File: src/rtl/zero_scan_scheduler.sv
// zero_scan_scheduler
//
// Round-robin front end for a single serial two-zero scan engine. NREQ
// requesters each offer a WIDTH-bit word. One requester is granted at a time.
// Its word is shifted LSB-first through an S0/S1/S2 zero-count machine, and a
// tagged hit/position result is then reported.
//
// Handshake: a requester holds req high until it sees its one-cycle gnt pulse.
// gnt marks the cycle after its word was captured. req is sampled only in IDLE,
// so a requester with no further word drops req in the cycle after gnt. A
// requester that keeps req high is simply re-arbitrated in the next IDLE cycle.
// done is a one-cycle pulse. done_id, hit and hit_pos stay valid from that
// pulse until the next one.
//
// Ports:
//   clk      - clock, rising edge
//   reset    - asynchronous, active-low reset
//   req      - per-requester request levels
//   data     - requester i's word is data[i*WIDTH +: WIDTH]
//   gnt      - one-hot capture pulse
//   busy     - high in SCAN and DONE
//   done     - one-cycle result-valid pulse
//   done_id  - index of the requester being reported
//   hit      - the word held two zero bits (not necessarily adjacent)
//   hit_pos  - bit index of the second zero; 0 when hit is 0
//   state    - FSM state: IDLE=0, SCAN=1, DONE=2
//
// Build option: define ZD_EARLY_EXIT_EN to end the scan on the edge that
// examines the second zero. The reported results are the same either way.
// Only the latency changes.

module zero_scan_scheduler #(
    parameter int NREQ  = 4,
    parameter int WIDTH = 8,
    parameter int IDW   = $clog2(NREQ),
    parameter int PW    = $clog2(WIDTH)
) (
    input  logic                    clk,
    input  logic                    reset,
    input  logic [NREQ-1:0]         req,
    input  logic [NREQ*WIDTH-1:0]   data,
    output logic [NREQ-1:0]         gnt,
    output logic                    busy,
    output logic                    done,
    output logic [IDW-1:0]          done_id,
    output logic                    hit,
    output logic [PW-1:0]           hit_pos,
    output logic [1:0]              state
);

    typedef enum logic [1:0] {
        IDLE = 2'd0,
        SCAN = 2'd1,
        DONE = 2'd2
    } state_t;

    typedef enum logic [1:0] {
        S0 = 2'd0,
        S1 = 2'd1,
        S2 = 2'd2
    } zc_t;

    state_t           st;
    zc_t              zc;
    logic [IDW-1:0]   ptr;
    logic [IDW-1:0]   cur_id;
    logic [PW-1:0]    bit_idx;
    logic [WIDTH-1:0] sreg;
    logic             scan_hit;
    logic [PW-1:0]    scan_pos;

    assign state = st;

    // ------------------------------------------------------------------
    // Round-robin selection: the first set req bit at or after ptr,
    // wrapping modulo NREQ.
    // ------------------------------------------------------------------
    logic             sel_vld;
    logic [IDW-1:0]   sel_id;
    logic [NREQ-1:0]  sel_oh;
    logic [IDW-1:0]   ptr_nxt;
    logic [IDW:0]     cand_sum;
    logic [IDW-1:0]   cand;

    always_comb begin
        sel_vld  = 1'b0;
        sel_id   = '0;
        sel_oh   = '0;
        cand_sum = '0;
        cand     = '0;
        for (int k = 0; k < NREQ; k++) begin
            cand_sum = {1'b0, ptr} + (IDW+1)'(k);
            if (cand_sum >= (IDW+1)'(NREQ)) begin
                cand_sum = cand_sum - (IDW+1)'(NREQ);
            end
            cand = cand_sum[IDW-1:0];
            if (!sel_vld && req[cand]) begin
                sel_vld      = 1'b1;
                sel_id       = cand;
                sel_oh[cand] = 1'b1;
            end
        end
        ptr_nxt = (sel_id == IDW'(NREQ-1)) ? '0 : sel_id + 1'b1;
    end

    // ------------------------------------------------------------------
    // Zero-count step for the bit currently at the bottom of the shift
    // register. Once in S2 the count and the recorded position are frozen,
    // so later zeros never move hit_pos.
    // ------------------------------------------------------------------
    logic          bit_now;
    zc_t           zc_nxt;
    logic          hit_nxt;
    logic [PW-1:0] pos_nxt;
    logic          scan_end;

    always_comb begin
        bit_now = sreg[0];
        zc_nxt  = zc;
        hit_nxt = scan_hit;
        pos_nxt = scan_pos;
        if (!bit_now) begin
            case (zc)
                S0: zc_nxt = S1;
                S1: begin
                    zc_nxt  = S2;
                    hit_nxt = 1'b1;
                    pos_nxt = bit_idx;
                end
                default: zc_nxt = zc;
            endcase
        end
`ifdef ZD_EARLY_EXIT_EN
        scan_end = (bit_idx == PW'(WIDTH-1)) || (!bit_now && (zc == S1));
`else
        scan_end = (bit_idx == PW'(WIDTH-1));
`endif
    end

    // ------------------------------------------------------------------
    // Scheduler FSM with registered outputs.
    // ------------------------------------------------------------------
    always_ff @(posedge clk or negedge reset) begin
        if (!reset) begin
            st       <= IDLE;
            zc       <= S0;
            ptr      <= '0;
            cur_id   <= '0;
            bit_idx  <= '0;
            sreg     <= '0;
            scan_hit <= 1'b0;
            scan_pos <= '0;
            gnt      <= '0;
            busy     <= 1'b0;
            done     <= 1'b0;
            done_id  <= '0;
            hit      <= 1'b0;
            hit_pos  <= '0;
        end else begin
            // gnt and done are single-cycle pulses.
            gnt  <= '0;
            done <= 1'b0;
            case (st)
                IDLE: begin
                    if (sel_vld) begin
                        sreg     <= data[int'(sel_id)*WIDTH +: WIDTH];
                        gnt      <= sel_oh;
                        cur_id   <= sel_id;
                        ptr      <= ptr_nxt;
                        zc       <= S0;
                        bit_idx  <= '0;
                        scan_hit <= 1'b0;
                        scan_pos <= '0;
                        busy     <= 1'b1;
                        st       <= SCAN;
                    end
                end
                SCAN: begin
                    sreg     <= sreg >> 1;
                    zc       <= zc_nxt;
                    scan_hit <= hit_nxt;
                    scan_pos <= pos_nxt;
                    bit_idx  <= bit_idx + 1'b1;
                    if (scan_end) begin
                        // The result is published on the edge that enters DONE.
                        st      <= DONE;
                        done    <= 1'b1;
                        done_id <= cur_id;
                        hit     <= hit_nxt;
                        hit_pos <= pos_nxt;
                    end
                end
                DONE: begin
                    // Always pass through IDLE before the next grant.
                    busy <= 1'b0;
                    st   <= IDLE;
                end
                default: begin
                    busy <= 1'b0;
                    st   <= IDLE;
                end
            endcase
        end
    end

endmodule

File: config.mk
export PLATFORM = sky130hd
export DESIGN_NAME = zero_scan_scheduler
export DESIGN_NICKNAME = d
export VERILOG_FILES = /design/src/rtl/zero_scan_scheduler.sv
export SDC_FILE = /design/constraint.sdc
export NUM_CORES = 1
export LEC_CHECK = 0
export CORE_ASPECT_RATIO = 1.25
export CORE_MARGIN = 2
export CORE_UTILIZATION = 55
export CTS_BUF_LIST = sky130_fd_sc_hd__clkbuf_8
export DETAILED_ROUTE_END_ITERATION = 12
export PLACE_DENSITY = 0.88
export SLEW_MARGIN = 5
export SYNTH_ARGS = -nofsm -noshare
export SYNTH_HDL_FRONTEND = slang
export SYNTH_SLANG_ARGS = --single-unit
File: constraint.sdc
create_clock -name clk -period 8.8 [get_ports clk]
set_input_delay 2.2 -clock clk [delete_from_list [all_inputs] [get_ports clk]]
set_output_delay 2.2 -clock clk [all_outputs]
set_load 0.01 [all_outputs]
==> impl_metrics.env <==
export IMPL_required_ns=8.97
export IMPL_drc=0
export IMPL_tightest_slew_ns=1.05
export IMPL_die_area_sq_mm=0.00437
export IMPL_ff2ff_setup_slack_ns=5.01
export IMPL_wire_per_inst_um=14.8
export IMPL_grt_max_degree=36
export IMPL_vdd_drop_max_v=0.000208
export IMPL_period_share_pct=56.1
export IMPL_clock_sinks=35
export IMPL_min_from="cur_id[1]$_DFFE_PN0P_"
export IMPL_grt_pass1_vias=1573
export IMPL_synth_seq_cells=35
export IMPL_area_growth_pct=28.7
export IMPL_start_util_pct=56.5
export IMPL_hold_violations=0
export IMPL_cts_buffer_depth=2
export IMPL_cp_end_kind="flip-flop"
export IMPL_instances_no_fill=280
export IMPL_htreeDepth=2
export IMPL_power_density_mw_per_mm2=345
export IMPL_setup_violations=0
export IMPL_synth_fp_nets=237
export IMPL_worstPathMaxFanout=17
export IMPL_max_slew_margin_rel_pct=30.2
export IMPL_slew_violations=0
export IMPL_vias_per_cell=5.93
export IMPL_finalPower_mw=0.943
export IMPL_grt_pass1_wl_mm=7.09
export IMPL_dp_cells=272
export IMPL_syn_inst=188
export IMPL_drtIter0Drc=61
export IMPL_layout_min_cycle_time_ns=4.94
export IMPL_max_cap_violations=0
export IMPL_syn_area_per_cell_sq_um=11.3
export IMPL_final_net_count=288
export IMPL_io_buffers=51
export IMPL_chipWidth_um=59.6
export IMPL_cts_buffers=5
export IMPL_ctsHoldBuffers=0
export IMPL_cts_resized=0
export IMPL_yosys_warnings=0
export IMPL_path_clk_slew_ns=0.07
export IMPL_crit_arrival_ns=5.11
export IMPL_post_cts_buffers=0
export IMPL_path_class="in -> reg"
export IMPL_max_freq_ghz=0.202
export IMPL_syn_area_sq_mm=0.00212
export IMPL_ant_nets=0
export IMPL_status="completed"
export IMPL_vias=1659
export IMPL_diodes=0
export IMPL_whs_endpoint="cur_id[1]$_DFFE_PN0P_"
export IMPL_timing_rr_end="ptr[0]$_DFFE_PN0P_"
export IMPL_yosysSeqAreaShare_pct=41.3
export IMPL_grt_setup_unrepaired="false"
export IMPL_worst_r2r_path_depth=10
export IMPL_drt_wl_total_mm=4.16
export IMPL_hp_class="reg -> reg"
export IMPL_grtUsageTotal_pct=21.6
export IMPL_dieHeight_um=73.4
export IMPL_power_leakage_nw=1.22
export IMPL_cts_root_buf="clkbuf_8"
export IMPL_fp_row_count=25
export IMPL_antenna_found_initial=0
export IMPL_setup_tns_ns=0
export IMPL_overflow=0
export IMPL_fin_skew_ns=0.00363
export IMPL_core_area_sq_mm=0.00375
export IMPL_holdPathStages=2
export IMPL_drive_above_1_share_pct=13.3
export IMPL_postLayoutCoreUtil_pct=72.8
export IMPL_clkLatencyLatePin_ns=0.28
export IMPL_dr_pass1_iters=4
export IMPL_regToRegStartpoint="ptr[0]$_DFFE_PN0P_"
export IMPL_routabilityCongestion=0.828
export IMPL_synth_cell_type_count=38
export IMPL_io_pins=52
export IMPL_dp_hpwl_mm=3.09
export IMPL_worstSetupStartpointType="primary input"
export IMPL_cts_tree="built"
power by group:
part	switching [mW]	internal, mW
registers	0.0573	0.226
clock network	0.0548	0.0702
logic	0.271	0.263
total	0.383	0.560
final cells by class:
class / instances / area (sq um)
multi-input combinational: 136 / 1150
fill: 267 / 1020
sequential: 35 / 876
timing repair buffer: 52 / 518
clock buffer: 7 / 96.3
tap: 40 / 50.0
inverter: 9 / 36.3
clock inverter: 1 / 3.75
critical path, stage by stage:
cell and delay [ns]:
clkdlybuf4s50_1 0.52, mux4_2 0.63, nor2b_4 0.23, nor2_2 0.08, o21ai_2 0.82, ha_1 0.32, nor3_1 0.06, o21ai_0 0.16
nand2_1 0.07
synthesized netlist by cell type, drive strengths merged:
cell / number / area (sq um)
o22a: 1 / 17.5
o21ai: 16 / 80.1
nor2: 13 / 51.3
buf: 5 / 51.3
a31oi: 1 / 6.26
nor3: 2 / 10.0
nor4: 1 / 6.26
a32o: 2 / 20.0
clkbuf: 3 / 11.3
mux2i: 20 / 200
inv: 9 / 36.3
a21oi: 2 / 10.0
a21o: 3 / 22.5
a221oi: 5 / 43.8
nand2: 19 / 78.8
dfrtp: 35 / 876
ha: 11 / 138
or4: 1 / 7.51
a22oi: 13 / 97.6
mux4: 4 / 93.8
o211ai: 1 / 7.51
a22o: 2 / 17.5
or3: 2 / 17.5
mux2: 4 / 45.0
xnor2: 1 / 8.76
nand2b: 1 / 13.8
nor2b: 3 / 33.8
o221ai: 8 / 120
routing by layer:
layer  global-route usage, %  share of wire, %  routed length (um)  vias to the layer above
met5                       0                 0                   0                        -
met4                    9.63               2.2                  93                        0
met3                    4.93               5.5                 229                        8
met2                    36.4                51                2130                       61
met1                    25.9                41                1700                      782
li1                        -                 -                   -                      808
stage by stage:
step | hold slack, ns | cell area [sq um] | setup slack, ns
2_1_floorplan | 0.441 | 2120 | 4.55
3_3_place_gp | 0.458 | 2630 | 3.75
3_5_place_dp | 0.466 | 2630 | 3.59
4_1_cts | 0.482 | 2730 | 3.86
5_1_grt | 0.512 | 2730 | 3.68
6_report | 0.481 | 2730 | 3.86
placed cells by master, fill, tap and decap left out, drive strengths merged, types with 5 or more instances in the layout:
master / Yosys / layout
a22oi: 13 / 13
nor2: 13 / 13
clkdlybuf4s50: 0 / 51
ha: 11 / 11
dfrtp: 35 / 35
inv: 9 / 10
o21ai: 16 / 16
nand2: 19 / 19
o221ai: 8 / 8
clkbuf: 3 / 7
mux2i: 20 / 20
a221oi: 5 / 5
worst max path at each step:
stage / slack [ns] / from / cells past startpoint / to
floorplan: 4.55 / req[2] / 9 / ptr[0]$_DFFE_PN0P_
global placement: 3.75 / req[2] / 9 / ptr[0]$_DFFE_PN0P_
detailed placement: 3.59 / req[2] / 9 / ptr[0]$_DFFE_PN0P_
CTS: 3.86 / req[2] / 9 / ptr[0]$_DFFE_PN0P_
global route: 3.68 / req[2] / 9 / ptr[0]$_DFFE_PN0P_
finish: 3.86 / req[2] / 9 / ptr[0]$_DFFE_PN0P_
logic make-up (layout without fill, tap and decap cells):
family	count (synthesis)	after routing	synth area share [%]
compound gates	54	54	20.9
simple gates	42	42	10.3
flops	35	35	41.3
mux	28	28	16.0
buf+inv	17	69	4.66
fa+ha+maj	11	11	6.49
xor+xnor	1	1	0.413
registers in the layout, summed over array words and instances, names as in the netlist:
| register | cells |
|---|---|
| state | 2 |
| busy | 1 |
| hit_pos | 3 |
| scan_hit | 1 |
| ptr | 2 |
| cur_id | 2 |
| sreg | 8 |
| done | 1 |
| hit | 1 |
| zc | 2 |
| bit_idx | 3 |
| done_id | 2 |
| scan_pos | 3 |
| gnt | 4 |
(Power assumes the default switching activity.)
